$ cat config.mk
export PLATFORM = sky130hd
export DESIGN_NAME = crossover_sv_flat
export DESIGN_NICKNAME = d
export VERILOG_FILES = /design/src/rtl/crossover_if.sv /design/src/rtl/crossover_sv.sv /design/src/flat_wrapper.sv
export SDC_FILE = /design/constraint.sdc
export NUM_CORES = 1
export LEC_CHECK = 0
export CAP_MARGIN = 20
export CORE_UTILIZATION = 48
export CTS_CLUSTER_SIZE = 24
export DETAILED_ROUTE_END_ITERATION = 7
export PLACE_DENSITY = 0.73
export SYNTH_ARGS = -nofsm -noshare
export SYNTH_HDL_FRONTEND = slang
export SYNTH_SLANG_ARGS = --single-unit
$ cat constraint.sdc
create_clock -name clk -period 3.9 [get_ports clk]
set_input_delay 0.78 -clock clk [delete_from_list [all_inputs] [get_ports clk]]
set_output_delay 0.78 -clock clk [all_outputs]
set_load 0.02 [all_outputs]
$ cat src/rtl/crossover_if.sv
// Handshake and data bundle between the crossover stage and its requester.
// The requester drives start and the parents; the stage drives the child and status.
interface crossover_if #(
  parameter int unsigned GENE_LEN   = 12,
  parameter int unsigned CHAR_WIDTH = 8
);
  localparam int unsigned GENE_W = GENE_LEN * CHAR_WIDTH;

  logic              start;
  logic [GENE_W-1:0] parent_a;
  logic [GENE_W-1:0] parent_b;
  logic [GENE_W-1:0] child_out;
  logic [3:0]        cross_point;
  logic              busy;
  logic              done;

  modport master (
    output start, parent_a, parent_b,
    input  child_out, cross_point, busy, done
  );

  modport slave (
    input  start, parent_a, parent_b,
    output child_out, cross_point, busy, done
  );
endinterface

$ cat src/rtl/crossover_sv.sv
// GA crossover stage: builds a child gene from two latched parents, one character per cycle.
// Define CROSSOVER_UNIFORM_EN for uniform (LFSR-masked) crossover instead of single-point.
module crossover_sv #(
  parameter int unsigned GENE_LEN   = 12,
  parameter int unsigned CHAR_WIDTH = 8,
  parameter logic [15:0] LFSR_SEED  = 16'hACE1
) (
  input  logic       clk,
  input  logic       rst,
  crossover_if.slave bus
);

  localparam int unsigned GENE_W   = GENE_LEN * CHAR_WIDTH;
  localparam logic [3:0]  LAST_IDX = 4'(GENE_LEN - 1);
  localparam logic [7:0]  PT_MOD   = 8'(GENE_LEN - 1);

  typedef enum logic [1:0] {IDLE, SELECT, COPY, FINISH} state_e;

  state_e            state_q, state_d;
  logic [3:0]        idx_q, idx_d;
  logic [GENE_W-1:0] a_q, a_d;
  logic [GENE_W-1:0] b_q, b_d;
  logic [GENE_W-1:0] buf_q, buf_d;
  logic [GENE_W-1:0] child_q, child_d;
  logic [3:0]        cp_q, cp_d;
  logic              busy_q, busy_d;
  logic              done_q, done_d;
  logic [15:0]       lfsr_q, lfsr_d;
  logic              take_a_c;
`ifdef CROSSOVER_UNIFORM_EN
  logic [GENE_LEN-1:0] mask_q, mask_d;
`endif

  // Next-state and datapath; the LFSR steps only when a point/mask is drawn.
  always_comb begin
    state_d  = state_q;
    idx_d    = idx_q;
    a_d      = a_q;
    b_d      = b_q;
    buf_d    = buf_q;
    child_d  = child_q;
    cp_d     = cp_q;
    lfsr_d   = lfsr_q;
    done_d   = 1'b0;
    take_a_c = 1'b0;
`ifdef CROSSOVER_UNIFORM_EN
    mask_d   = mask_q;
`endif
    unique case (state_q)
      IDLE: begin
        if (bus.start) begin
          a_d     = bus.parent_a;
          b_d     = bus.parent_b;
          state_d = SELECT;
        end
      end
      SELECT: begin
`ifdef CROSSOVER_UNIFORM_EN
        mask_d = lfsr_q[GENE_LEN-1:0];
        cp_d   = 4'd0;
`else
        cp_d   = 4'(8'd1 + (lfsr_q[7:0] % PT_MOD));
`endif
        lfsr_d  = {lfsr_q[14:0], lfsr_q[15] ^ lfsr_q[13] ^ lfsr_q[12] ^ lfsr_q[10]};
        idx_d   = 4'd0;
        state_d = COPY;
      end
      COPY: begin
`ifdef CROSSOVER_UNIFORM_EN
        take_a_c = mask_q[idx_q];
`else
        take_a_c = (idx_q < cp_q);
`endif
        buf_d[int'(idx_q)*CHAR_WIDTH +: CHAR_WIDTH] = take_a_c
            ? a_q[int'(idx_q)*CHAR_WIDTH +: CHAR_WIDTH]
            : b_q[int'(idx_q)*CHAR_WIDTH +: CHAR_WIDTH];
        if (idx_q == LAST_IDX) state_d = FINISH;
        else                   idx_d   = idx_q + 4'd1;
      end
      FINISH: begin
        child_d = buf_q;
        done_d  = 1'b1;
        state_d = IDLE;
      end
      default: state_d = IDLE;
    endcase
    busy_d = (state_d != IDLE);
  end

  always_ff @(posedge clk) begin
    if (rst) begin
      state_q <= IDLE;
      idx_q   <= 4'd0;
      a_q     <= '0;
      b_q     <= '0;
      buf_q   <= '0;
      child_q <= '0;
      cp_q    <= 4'd0;
      busy_q  <= 1'b0;
      done_q  <= 1'b0;
      lfsr_q  <= LFSR_SEED;
`ifdef CROSSOVER_UNIFORM_EN
      mask_q  <= '0;
`endif
    end else begin
      state_q <= state_d;
      idx_q   <= idx_d;
      a_q     <= a_d;
      b_q     <= b_d;
      buf_q   <= buf_d;
      child_q <= child_d;
      cp_q    <= cp_d;
      busy_q  <= busy_d;
      done_q  <= done_d;
      lfsr_q  <= lfsr_d;
`ifdef CROSSOVER_UNIFORM_EN
      mask_q  <= mask_d;
`endif
    end
  end

  assign bus.child_out   = child_q;
  assign bus.cross_point = cp_q;
  assign bus.busy        = busy_q;
  assign bus.done        = done_q;

endmodule

$ cat src/flat_wrapper.sv
// flat-port wrapper written by rule: the top's interface ports become plain ports
module crossover_sv_flat 
#(
  parameter int unsigned GENE_LEN   = 12,
  parameter int unsigned CHAR_WIDTH = 8,
  parameter logic [15:0] LFSR_SEED  = 16'hACE1
)
  (clk, rst, bus_start, bus_parent_a, bus_parent_b, bus_child_out, bus_cross_point, bus_busy, bus_done);
  crossover_if #(.GENE_LEN(GENE_LEN), .CHAR_WIDTH(CHAR_WIDTH)) bus_i ();
  input  logic clk;
  input  logic rst;
  input wire logic [$bits(bus_i.start)-1:0] bus_start;
  input wire logic [$bits(bus_i.parent_a)-1:0] bus_parent_a;
  input wire logic [$bits(bus_i.parent_b)-1:0] bus_parent_b;
  output wire logic [$bits(bus_i.child_out)-1:0] bus_child_out;
  output wire logic [$bits(bus_i.cross_point)-1:0] bus_cross_point;
  output wire logic [$bits(bus_i.busy)-1:0] bus_busy;
  output wire logic [$bits(bus_i.done)-1:0] bus_done;
  assign bus_i.start = bus_start;
  assign bus_i.parent_a = bus_parent_a;
  assign bus_i.parent_b = bus_parent_b;
  assign bus_child_out = bus_i.child_out;
  assign bus_cross_point = bus_i.cross_point;
  assign bus_busy = bus_i.busy;
  assign bus_done = bus_i.done;
  crossover_sv #(.GENE_LEN(GENE_LEN), .CHAR_WIDTH(CHAR_WIDTH), .LFSR_SEED(LFSR_SEED)) u_core (.clk(clk), .rst(rst), .bus(bus_i));
endmodule
# Word-level counts from Yosys, hierarchy flattened
# Index checks and enable logic that the tools add are counted.
# W data, S select, Z words.
[op_classes] add_sub_neg=3 n_mul=0 div_mod_pow=1 order_cmp=1 eq_ne=5 n_shift=4 mux=8 n_bitwise=3 reduce_logical=5
[op_table] cell="$shiftx A96 B8 Y8" n=2
[op_table] cell="$bwmux W96" n=1
[op_table] cell="$shift A8 B34 Y96 const A" n=1
[op_table] cell="$shiftx A8 B34 Y96" n=1
[op_table] cell="$neg A7 Y34" n=1
[op_table] cell="$mod A8 B4 Y8 const B" n=1
[op_table] cell="$mux W8" n=1
[op_table] cell="$pmux W2 S4" n=1
[op_table] cell="$pmux W4 S2" n=1
[op_table] cell="$add A1 B4 Y4 const A" n=1
[op_table] cell="$add A4 B1 Y4 const B" n=1
[op_table] cell="$eq A2 B2 Y1 const B" n=2
[op_table] cell="$eq A4 B4 Y1 const B" n=1
[op_table] cell="$lt A4 B4 Y1" n=1
[op_table] cell="$mux W2" n=2
[op_table] cell="$mux W4" n=1
[op_table] cell="$reduce_and A2 Y1" n=2
[op_table] cell="$reduce_bool A2 Y1" n=2
[op_table] cell="$xor A1 B1 Y1" n=3
[op_table] cell="$eq A2 B1 Y1 const B" n=1
[op_table] cell="$logic_not A2 Y1" n=1
[op_table] cell="$ne A2 B2 Y1 const B" n=1
[op_table] cell="$mux W1" n=1
[word_totals] reg_bits=412 latch_bits=0 ramBits=0 mem_bits_ro=0 input_bits=195 out_inout_bits=102 word_cells=40 mem_count=0

# Logic depth before layout (Yosys ltp)
# Gate-level depths: netlist of the first run.
[depth] ltp_word=4 depth_mapped=21 depth_no_buf=19

# Worst setup path after synthesis of the first run
# No wires, ideal clock.
[synth_timing] path_kind="flip-flop to flip-flop" start="register u_core.lfsr_q[2]" end="register u_core.cp_q[2], in the netlist u_core.bus.cross_point[2]" setup_time_ns=0.095 arrival_time_ns=3.737 required_time_ns=3.805 setup_slack_ns=0.068 path_stages_with_launch=21 n_path_buf=2 period_less_slack_ns=3.832 path_cell_list="dfxtp_1 -> buf_2 -> buf_2 -> nor4b_1 -> o21ai_0 -> o21ai_0 -> a311oi_2 -> inv_1 -> ha_1 -> nor3_2 -> o21a_2 -> o311ai_0 -> o21ai_0 -> ha_1 -> o21ai_1 -> nand2b_1 -> mux2_1 -> ha_1 -> nor3b_1 -> nand4_1 -> o311ai_1"
[synth_via] elab_chain_len=2
[synth_rtl] item="start: declaration" line="crossover_sv.sv:28" text="logic [15:0] lfsr_q, lfsr_d;"
[synth_rtl] item="start signal: assignment" line="crossover_sv.sv:115" text="lfsr_q <= lfsr_d;"
[synth_rtl] item="$mod A8 B4 Y8" line="crossover_sv.sv:62" text="cp_d = 4'(8'd1 + (lfsr_q[7:0] % PT_MOD));"
[synth_rtl] item="$add A1 B4 Y4" line="crossover_sv.sv:62"
[synth_rtl] item="end signal: assignment" line="crossover_sv.sv:112" text="cp_q <= cp_d;"
[synth_rtl] item="end: declaration" line="crossover_sv.sv:25" text="logic [3:0] cp_q, cp_d;"
# No other way between the ends.
# A chain may end at the register's enable or synchronous reset.

# Worst setup path after layout of the first run
[layout_timing] start="register u_core.lfsr_q[7]" end="register u_core.cp_q[2], in the netlist u_core.bus.cross_point[2]"
# The elaborated chain is that of the path after synthesis.

==> metrics.cfg, run 1 <==
[placement]
hpwl_um=34100
dpl_cell_area_mm2=0.0206
portBuffers=296
gp_congestion=0.841
place_ws_ns=0.0979

[floorplanning]
dieHeight_um=191
pin_count=297
fp-row-count=68
initial_core_util=0.493
die_w_um=191
dieArea_mm2=0.0366
core_area_mm2=0.0349

[critical_path]
crit_type=flop to flop
required_ns=4.32
cpPeakStageDelay_ns=0.34
critPathCaptureType=flop
crit_path_max_fanout=8
start_kind=flop
cp_cell_sequence=buf_4, and2_1, o21ai_1, a31oi_1, a311oi_2, inv_1, ha_2, nor3_2, o21a_2, o311ai_1, o21ai_1, ha_2, o21ai_2, nand2b_1, buf_4, xor2_1, ha_2, nand2_1, a311oi_1, mux2i_1, o311ai_1
slowest_stage=dfxtp_2
reg2reg_to=u_core.bus.cross_point[2]
path_common_cell=ha_2
worstPathArrival_ns=4.07
critPathBufInv=3
reg2reg_from=u_core.lfsr_q[7]
rr_worst_depth=21
worst-path-stages=21
reg2reg_slack_ns=0.25
cpLargestDelayFamily=compound AO/OA/AOI/OAI gates

[yosys]
synth.most_common_cell=nand2_1
synth_area_leaders=dfxtp_1, nand2_1, a21oi_1
postSynthCellCount=1975
async_flop_share=0
syn_area_mm2=0.0172
yosys.cell_types.count=79
synth_nets=2184
synth_flop_cell=dfxtp_1
synthTopCellsByCount=nand2_1, dfxtp_1, a21oi_1
synth_edf_count=0
synth-seq-cells=412
synthDominantCellAreaShare=0.479
ys_warn_count=0
yosys.area.top_type=dfxtp_1
ys_seq_area_frac=0.479
synth.avg_cell_area_um2=8.71

[cts]
clk_path_buf_depth=3
clk_latency_ns=0.54
numCtsBuffers=42
cts.sinks=412
cts_tree=built
ctsHtreeMaxLevel=2
cts_hold_buf=0
path_clk_slew_ns=0.07
cts-root-buf=clkbuf_16

[global_route]
grt_pass1_wl_um=74800
grtUsageTotal=0.258
grt_max_degree=103
grt_pass1_vias=14200
overflow=0
antenna_found_initial=3

[layout]
drive_gt1_frac=0.0882
design_area_mm2=0.0220
area_growth_pct=27.9
fillers=2994
nets=2425

[timing]
period_needed_ns=3.65
whs_ns=0.452
setup-tns-final_ns=0
timing_hold_violations_final=0
tightestPinTransition_ns=0.918
finalCritPeriodShare=0.936
max_slew_margin=0.385
finalSetupViolations=0
finClkSkew_ns=0.0264
slew_viol_final=0
max_freq_ghz=0.274
final.setup.worst_slack_ns=0.251

[hold_path]
hold_path_end=u_core.b_q[43]
min_path_cells=2
hp-start=u_core.b_q[43]
hp-class=flop to flop

[drt]
drcViolationCount=0
vias_per_cell=5.54
first_pass_iters=5
drtIter0Drc=1102
ant_nets=0
wire_per_inst_um=17.9
vias=15000
totalWireLength_um=48300

[run]
maxCapViolations=0

[power_and_ir_drop]
leakage_uw=0.00777
vdd_drop_max_v=0.000308
p_per_area_mw_per_mm2=585
finalPower_uw=12900

[outcome]
status=finished clean

## worst max-delay path by stage
stage,from,to
6_report,u_core.lfsr_q[7],u_core.bus.cross_point[2]
2_1_floorplan,u_core.lfsr_q[2],u_core.bus.cross_point[2]
5_1_grt,u_core.lfsr_q[7],u_core.bus.cross_point[2]
3_5_place_dp,u_core.lfsr_q[6],u_core.bus.cross_point[2]
4_1_cts,u_core.lfsr_q[6],u_core.bus.cross_point[2]
3_3_place_gp,u_core.lfsr_q[6],u_core.bus.cross_point[2]
## cells by family (layout without fill, tap and decap cells)
group,count (synthesis),in the layout,share of synthesized area
AOI/OAI and AO/OA,466,466,0.158
xor gates and xnor gates,8,8,0.00407
adders and majority gates,14,14,0.0102
buffers and inverters,175,445,0.0427
DFF,412,412,0.479
muxes,177,177,0.132
other,0,3,0
and+or+nand+nor,723,723,0.174
## repair_timing
item | CTS | global route
setup endpoints to repair | 0 | 2
buffers inserted | 0 | 1
gates resized for setup | 0 | 16
## flip-flops by register name (all words and copies together), names as in the netlist
signal	flops
u_core.bus.cross_point	4
u_core.bus.busy	1
u_core.bus.done	1
u_core.state_q	2
u_core.lfsr_q	16
u_core.b_q	96
u_core.idx_q	4
u_core.bus.child_out	96
u_core.buf_q	96
u_core.a_q	96
## worst register-to-register path: stages (launching register included)
cell      delay (ns)
dfxtp_2         0.34
buf_4           0.16
and2_1          0.16
o21ai_1         0.14
a31oi_1         0.11
a311oi_2        0.34
inv_1           0.08
ha_2            0.19
nor3_2          0.14
o21a_2          0.20
o311ai_1        0.11
o21ai_1         0.15
ha_2            0.24
o21ai_2         0.07
nand2b_1        0.12
buf_4           0.12
xor2_1          0.17
ha_2            0.22
nand2_1         0.05
a311oi_1        0.21
mux2i_1         0.10
o311ai_1        0.09
## per-stage QoR
stage / std cells / utilization
2_1_floorplan: 1975 / -
3_3_place_gp: 2626 / 0.591
3_5_place_dp: 2626 / 0.591
4_1_cts: 2699 / 0.629
5_1_grt: 2703 / 0.631
6_report: 2703 / 0.631
## layer usage
metal / up-vias / share of wire / global-route usage
li1: 7293 / - / -
met2: 507 / 0.47 / 0.422
met3: 87 / 0.060 / 0.0384
met5: - / 0 / 0
met1: 7095 / 0.44 / 0.348
met4: 0 / 0.028 / 0.0864
## cell usage in the layout, fill, tap and decap left out, types with 6 or more instances in the layout
master | synthesis | final
a211oi_1 | 9 | 9
a21oi_1 | 279 | 279
a22oi_1 | 15 | 15
a311oi_1 | 8 | 7
a31oi_1 | 11 | 11
buf_12 | 1 | 6
buf_4 | 5 | 51
clkbuf_1 | 108 | 10
clkbuf_16 | 0 | 43
clkbuf_8 | 0 | 8
clkdlybuf4s50_1 | 0 | 295
clkinv_2 | 0 | 9
dfxtp_1 | 412 | 408
ha_1 | 14 | 10
inv_1 | 17 | 17
mux2i_1 | 132 | 132
mux4_2 | 40 | 40
nand2_1 | 449 | 448
nand2b_1 | 17 | 17
nand3_1 | 20 | 20
nor2_1 | 177 | 177
nor2b_1 | 12 | 12
nor3_1 | 7 | 7
o21ai_0 | 48 | 46
o22ai_1 | 35 | 35
o31ai_1 | 7 | 7
o41ai_1 | 6 | 6
## cell type report
class / instances / area [um2] / area share
antenna: 3 / 7.51 / 0.000341
clock buffer: 61 / 1220 / 0.0556
clock inverter: 12 / 114 / 0.00518
inverter: 18 / 67.6 / 0.00307
multi-input combinational: 1388 / 8280 / 0.376
sequential: 412 / 8260 / 0.375
tap: 455 / 569 / 0.0259
timing repair buffer: 354 / 3480 / 0.158
## where the power goes
group	total [uW]	internal (uW)	switching (uW)
sequential	4930	4650	279
clock	3890	2300	1590
combinational	4050	1700	2340
total	12900	8660	4220
Note: power is estimated with default switching activity, not from simulation.
==> run 2, diff against run 1 <==
Settings changed: CELL_PAD_IN_SITES_DETAIL_PLACEMENT set to 1, CELL_PAD_IN_SITES_GLOBAL_PLACEMENT set to 1, CORE_UTILIZATION 48 to 40, PLACE_DENSITY 0.73 to 0.77.
Clock period 3.9 ns to 3.59 ns, I/O delays scaled along.
==> run 2 against run 1 <==
  * The flow now finishes with violations (setup timing)
  * Core utilization decreased by 9.4 points
  * Critical path type unchanged
  * Via count is 2.3% higher
  * Global-route usage decreased by 0.19 points
  * Combinational power is 19% higher
  * Highest routed layer is now met5
  * Count of clock-buffer cells in the layout rose by 7
  * Final cell count rose by 5.1%
  * Register-to-register slack worse by 0.40 ns
  * Clock power increased by 16%
  * Sequential share of layout area decreased by 1.1 points
  * Clock skew decreased by 0.0099 ns
  * Total power rose by 14%
  * Die area grew 20%
==> metrics.cfg, run 2 (synthesis results as in run 1) <==
[global_route]
grtUsageTotal=0.256
grt_pass1_wl_um=88500
antenna_found_initial=7
grt_max_degree=146
grt_pass1_vias=15800
overflow=0

[timing]
final.setup.worst_slack_ns=-0.151
max_freq_ghz=0.267
slew_viol_final=0
max_slew_margin=0.364
timing_hold_violations_final=0
finClkSkew_ns=0.0165
finalCritPeriodShare=1.04
tightestPinTransition_ns=0.954
setup-tns-final_ns=-0.151
period_needed_ns=3.74
rsz0062_at_grt=true
finalSetupViolations=1

[cts]
clk_latency_ns=0.57
cts-root-buf=clkbuf_16
cts_tree=built
cts.sinks=412
numCtsBuffers=44
path_clk_slew_ns=0.06
clk_path_buf_depth=3
ctsHtreeMaxLevel=2

[drt]
drtIter0Drc=984
drcViolationCount=0
vias=15300
first_pass_iters=4
totalWireLength_um=57000
ant_nets=0
wl_met3_um=2740
wl_met1_um=25300
vias_per_cell=5.40
wire_per_inst_um=20.1
topRoutingLayerUsed=met5
routed-wl-met2_um=27400

[floorplanning]
dieArea_mm2=0.0438
fp-row-count=75
dieHeight_um=209
die_w_um=209
initial_core_util=0.407
core_area_mm2=0.0422
pin_count=297

[power_and_ir_drop]
p_per_area_mw_per_mm2=648
vdd_drop_max_v=0.000545
leakage_uw=0.00807
finalPower_uw=14700

[placement]
place_ws_ns=-0.267
hpwl_um=39800
portBuffers=296
gp_congestion=0.776
dp.cells=2743

[critical_path]
crit_type=flop to flop
slowest_stage=dfxtp_4
required_ns=4.06
critPathCaptureType=flop
start_kind=flop
worstPathArrival_ns=4.21
crit_path_max_fanout=4
cp_cell_sequence=buf_12, and2_4, o21ai_1, a31oi_2, a311oi_2, inv_1, ha_4, nor3_4, o21a_2, o311ai_2, o21ai_1, ha_2, o21ai_2, nand2b_1, mux2_4, ha_2, buf_4, nor3b_4, nand4_1, o311ai_1
cpPeakStageDelay_ns=0.37

[layout]
area_growth_pct=31.7
drive_gt1_frac=0.113
final_cells=2840
final_common_cell=nand2_1
fin_util=0.537
nets=2472
layout_common_cells=nand2_1, dfxtp_1, clkdlybuf4s50_1, a21oi_1, nor2_1

[run]
maxCapViolations=0

[hold_path]
hp-class=flop to flop

[outcome]
status=finished with violations
failed_checks=setup timing

-- run 2: critical path, delay by kind of cell, from the launching register on --
kind	cells	cell delay, ns
compound gates	8	1.23
fa+ha+maj	3	0.59
buf+inv	3	0.38
flops	1	0.37
mux	1	0.32
simple gates	5	0.72
-- run 2: cell type report --
cell class | instances | area (um2)
fill | 4859 | 19600
clock inverter | 10 | 88.8
inverter | 18 | 67.6
sequential | 412 | 8260
timing repair buffer | 399 | 3860
multi-input combinational | 1388 | 8360
clock buffer | 68 | 1330
antenna | 6 | 15.0
tap | 539 | 674
-- run 2: path summary, 6_finish.rpt --
check | endpoint | slack [ns] | from | cells past startpoint
worst min register to register | u_core.b_q[49] | 0.45 | u_core.b_q[49] | 2
worst min-delay path | u_core.b_q[49] | 0.45 | u_core.b_q[49] | 2
worst max-delay path | u_core.bus.cross_point[2] | -0.15 | u_core.lfsr_q[7] | 20
worst max register to register | u_core.bus.cross_point[2] | -0.15 | u_core.lfsr_q[7] | 20
-- run 2: power by group --
part / leakage (uW) / total [uW] / internal [uW] / switching [uW]
Combinational: 0.00402 / 4810 / 2040 / 2770
Sequential: 0.00335 / 5370 / 5060 / 317
Clock: 0.000701 / 4500 / 2620 / 1870
Total: 0.00807 / 14700 / 9720 / 4970
-- run 2: timing repair --
item / 4_1_cts / 5_1_grt
setup buffers: 4 / 8
setup endpoints to repair: 2 / 4
pin swaps: 1 / 5
hold buffers: 0 / 0
resized for setup: 12 / 19
-- run 2: layer usage --
layer  vias up  global-route usage
li1       7390                   -
met1      7450               0.331
met2       379               0.434
met3       101              0.0432
met4         2              0.0844
met5         -                   0
-- run 2: stage by stage --
stage	hold WS, ns	area [um2]
after floorplan	0.433	17200
after CTS	0.455	22500
after detailed placement	0.447	21000
after global placement	0.439	21000
final	0.453	22700
after global routing	0.475	22700
==> run 3, diff against run 2 <==
Settings changed: GPL_TIMING_DRIVEN set to 0.
==> run 3 against run 2 <==
  * The flow still finishes with violations (setup timing)
  * Critical endpoint unchanged
  * Non-clock buffer count grew 81
  * Via count is 5.2% higher
  * Clock skew is 0.0094 ns higher
  * Critical path depth rose by 1
  * Core utilization is 0.63 points higher
  * Combinational power up 11%
==> metrics.cfg, run 3 (synthesis results as in run 1) <==
[outcome]
status=finished with violations
failed_checks=setup timing

[cts]
cts-root-buf=clkbuf_16
cts_tree=built
numCtsBuffers=44
clk_latency_ns=0.60
cts_hold_buf=0
path_clk_slew_ns=0.06
clk_path_buf_depth=3
cts.sinks=412
ctsHtreeMaxLevel=2

[drt]
drtIter0Drc=936
ant_nets=0
vias=16100
first_pass_iters=5
vias_per_cell=5.53
totalWireLength_um=64700
drcViolationCount=0
wire_per_inst_um=22.2

[timing]
rsz0062_at_grt=true
timing_hold_violations_final=0
period_needed_ns=3.63
setup-tns-final_ns=-0.0427
finClkSkew_ns=0.0259
tightestPinTransition_ns=1.02
max_slew_margin=0.323
finalSetupViolations=1
final.setup.worst_slack_ns=-0.0427
max_freq_ghz=0.275
finalCritPeriodShare=1.01
slew_viol_final=0

[hold_path]
hp-class=flop to flop

[global_route]
overflow=0
antenna_found_initial=0
grtUsageTotal=0.292
grt_pass1_vias=16800
grt_max_degree=14
grt_pass1_wl_um=98200

[layout]
final_common_cell=nand2_1
multi_input_area_mm2=0.00848
fillers=4886
register_area_mm2=0.00826
n_antenna_cell=0
area_growth_pct=33.3
layout_common_cells=nand2_1, dfxtp_1, clkdlybuf4s50_1, a21oi_1, nor2_1
drive_gt1_frac=0.0963
nets=2553
design_area_mm2=0.0229

[floorplanning]
dieHeight_um=209
core_area_mm2=0.0422
fp-row-count=75
die_w_um=209
initial_core_util=0.407
pin_count=297
dieArea_mm2=0.0438

[critical_path]
cpPeakStageDelay_ns=0.35
crit_path_max_fanout=6
worstPathArrival_ns=4.08
critPathBufInv=3
cp_cell_sequence=buf_8, buf_8, and2_4, o21bai_1, a31oi_1, a311oi_2, inv_1, ha_4, nor3_4, o21a_2, o311ai_2, o21ai_4, ha_4, o21ai_4, nand2b_4, mux2_4, ha_4, nand2_2, a311oi_2, mux2i_1, o311ai_1
critPathCaptureType=flop
required_ns=4.04
crit_type=flop to flop
cpLargestDelayFamily=compound AO/OA/AOI/OAI gates
start_kind=flop
slowest_stage=dfxtp_4
path_common_cell=ha_4

[placement]
gp_congestion=0.875
dpl_cell_area_mm2=0.0209
portBuffers=296
hpwl_um=48000

[run]
maxCapViolations=0

[power_and_ir_drop]
p_per_area_mw_per_mm2=661
leakage_uw=0.00804
finalPower_uw=15200
vdd_drop_max_v=0.000336

## run 3: changes by cell type in the layout (fill, tap and decap cells not counted), sizes merged
cell,change
buf,-32
clkbuf,+104
diode,-6
clkdlybuf4s50,+1
clkinv,+11
bufinv,-1
## run 3: layout make-up
type / count / area share
Clock buffer: 60 / 0.0546
Multi-Input combinational cell: 1388 / 0.370
Buffer: 155 / 0.0332
Clock inverter: 20 / 0.00578
Tap cell: 539 / 0.0294
Timing Repair Buffer: 325 / 0.144
Sequential cell: 412 / 0.360
Inverter: 18 / 0.00295
## run 3: worst paths after layout
path,startpoint,endpoint,slack [ns],cells past startpoint
worst max register to register,u_core.lfsr_q[7],u_core.bus.cross_point[2],-0.04,21
worst min register to register,u_core.b_q[92],u_core.b_q[92],0.45,2
worst min-delay path,u_core.b_q[92],u_core.b_q[92],0.45,2
worst max-delay path,u_core.lfsr_q[7],u_core.bus.cross_point[2],-0.04,21
## run 3: what timing repair did
| action | in CTS | in global routing |
|---|---|---|
| cloned | 0 | 2 |
| resized for setup | 55 | 35 |
| setup endpoints to repair | 48 | 83 |
| setup buffers | 14 | 11 |
| pin swaps | 9 | 13 |
## run 3: metal layers
| layer | wire (um) | part of all wire | track usage | up-vias |
|---|---|---|---|---|
| li1 | - | - | - | 7571 |
| met1 | 28000 | 0.43 | 0.373 | 7911 |
| met3 | 3530 | 0.055 | 0.0479 | 116 |
| met5 | 0 | 0 | 0 | - |
| met4 | 1960 | 0.030 | 0.0986 | 0 |
| met2 | 31200 | 0.48 | 0.499 | 526 |
## run 3: stage by stage
| stage | hold slack, ns | util | worst slack [ns] | instances |
|---|---|---|---|---|
| 4_1_cts | 0.455 | 0.535 | -0.165 | 2905 |
| 5_1_grt | 0.468 | 0.543 | -0.214 | 2917 |
| 2_1_floorplan | 0.433 | - | 0.000759 | 1975 |
| 6_report | 0.455 | 0.543 | -0.0427 | 2917 |
| 3_3_place_gp | 0.438 | 0.494 | -0.602 | 2810 |
| 3_5_place_dp | 0.447 | 0.495 | -0.762 | 2812 |
## run 3: worst reg2reg max path, cell delays in order, from the launching register on
cell	delay, ns
dfxtp_4	0.35
buf_8	0.13
buf_8	0.12
and2_4	0.15
o21bai_1	0.12
a31oi_1	0.11
a311oi_2	0.34
inv_1	0.12
ha_4	0.19
nor3_4	0.13
o21a_2	0.20
o311ai_2	0.14
o21ai_4	0.14
ha_4	0.18
o21ai_4	0.07
nand2b_4	0.12
mux2_4	0.32
ha_4	0.17
nand2_2	0.07
a311oi_2	0.04
mux2i_1	0.18
o311ai_1	0.12
## run 3: power breakdown
| part | switching, uW | internal, uW | leakage [uW] | total (uW) |
|---|---|---|---|---|
| sequential | 334 | 5050 | 0.00335 | 5390 |
| clock | 1960 | 2460 | 0.000699 | 4420 |
| combinational | 3200 | 2150 | 0.00399 | 5350 |
| total | 5490 | 9670 | 0.00804 | 15200 |
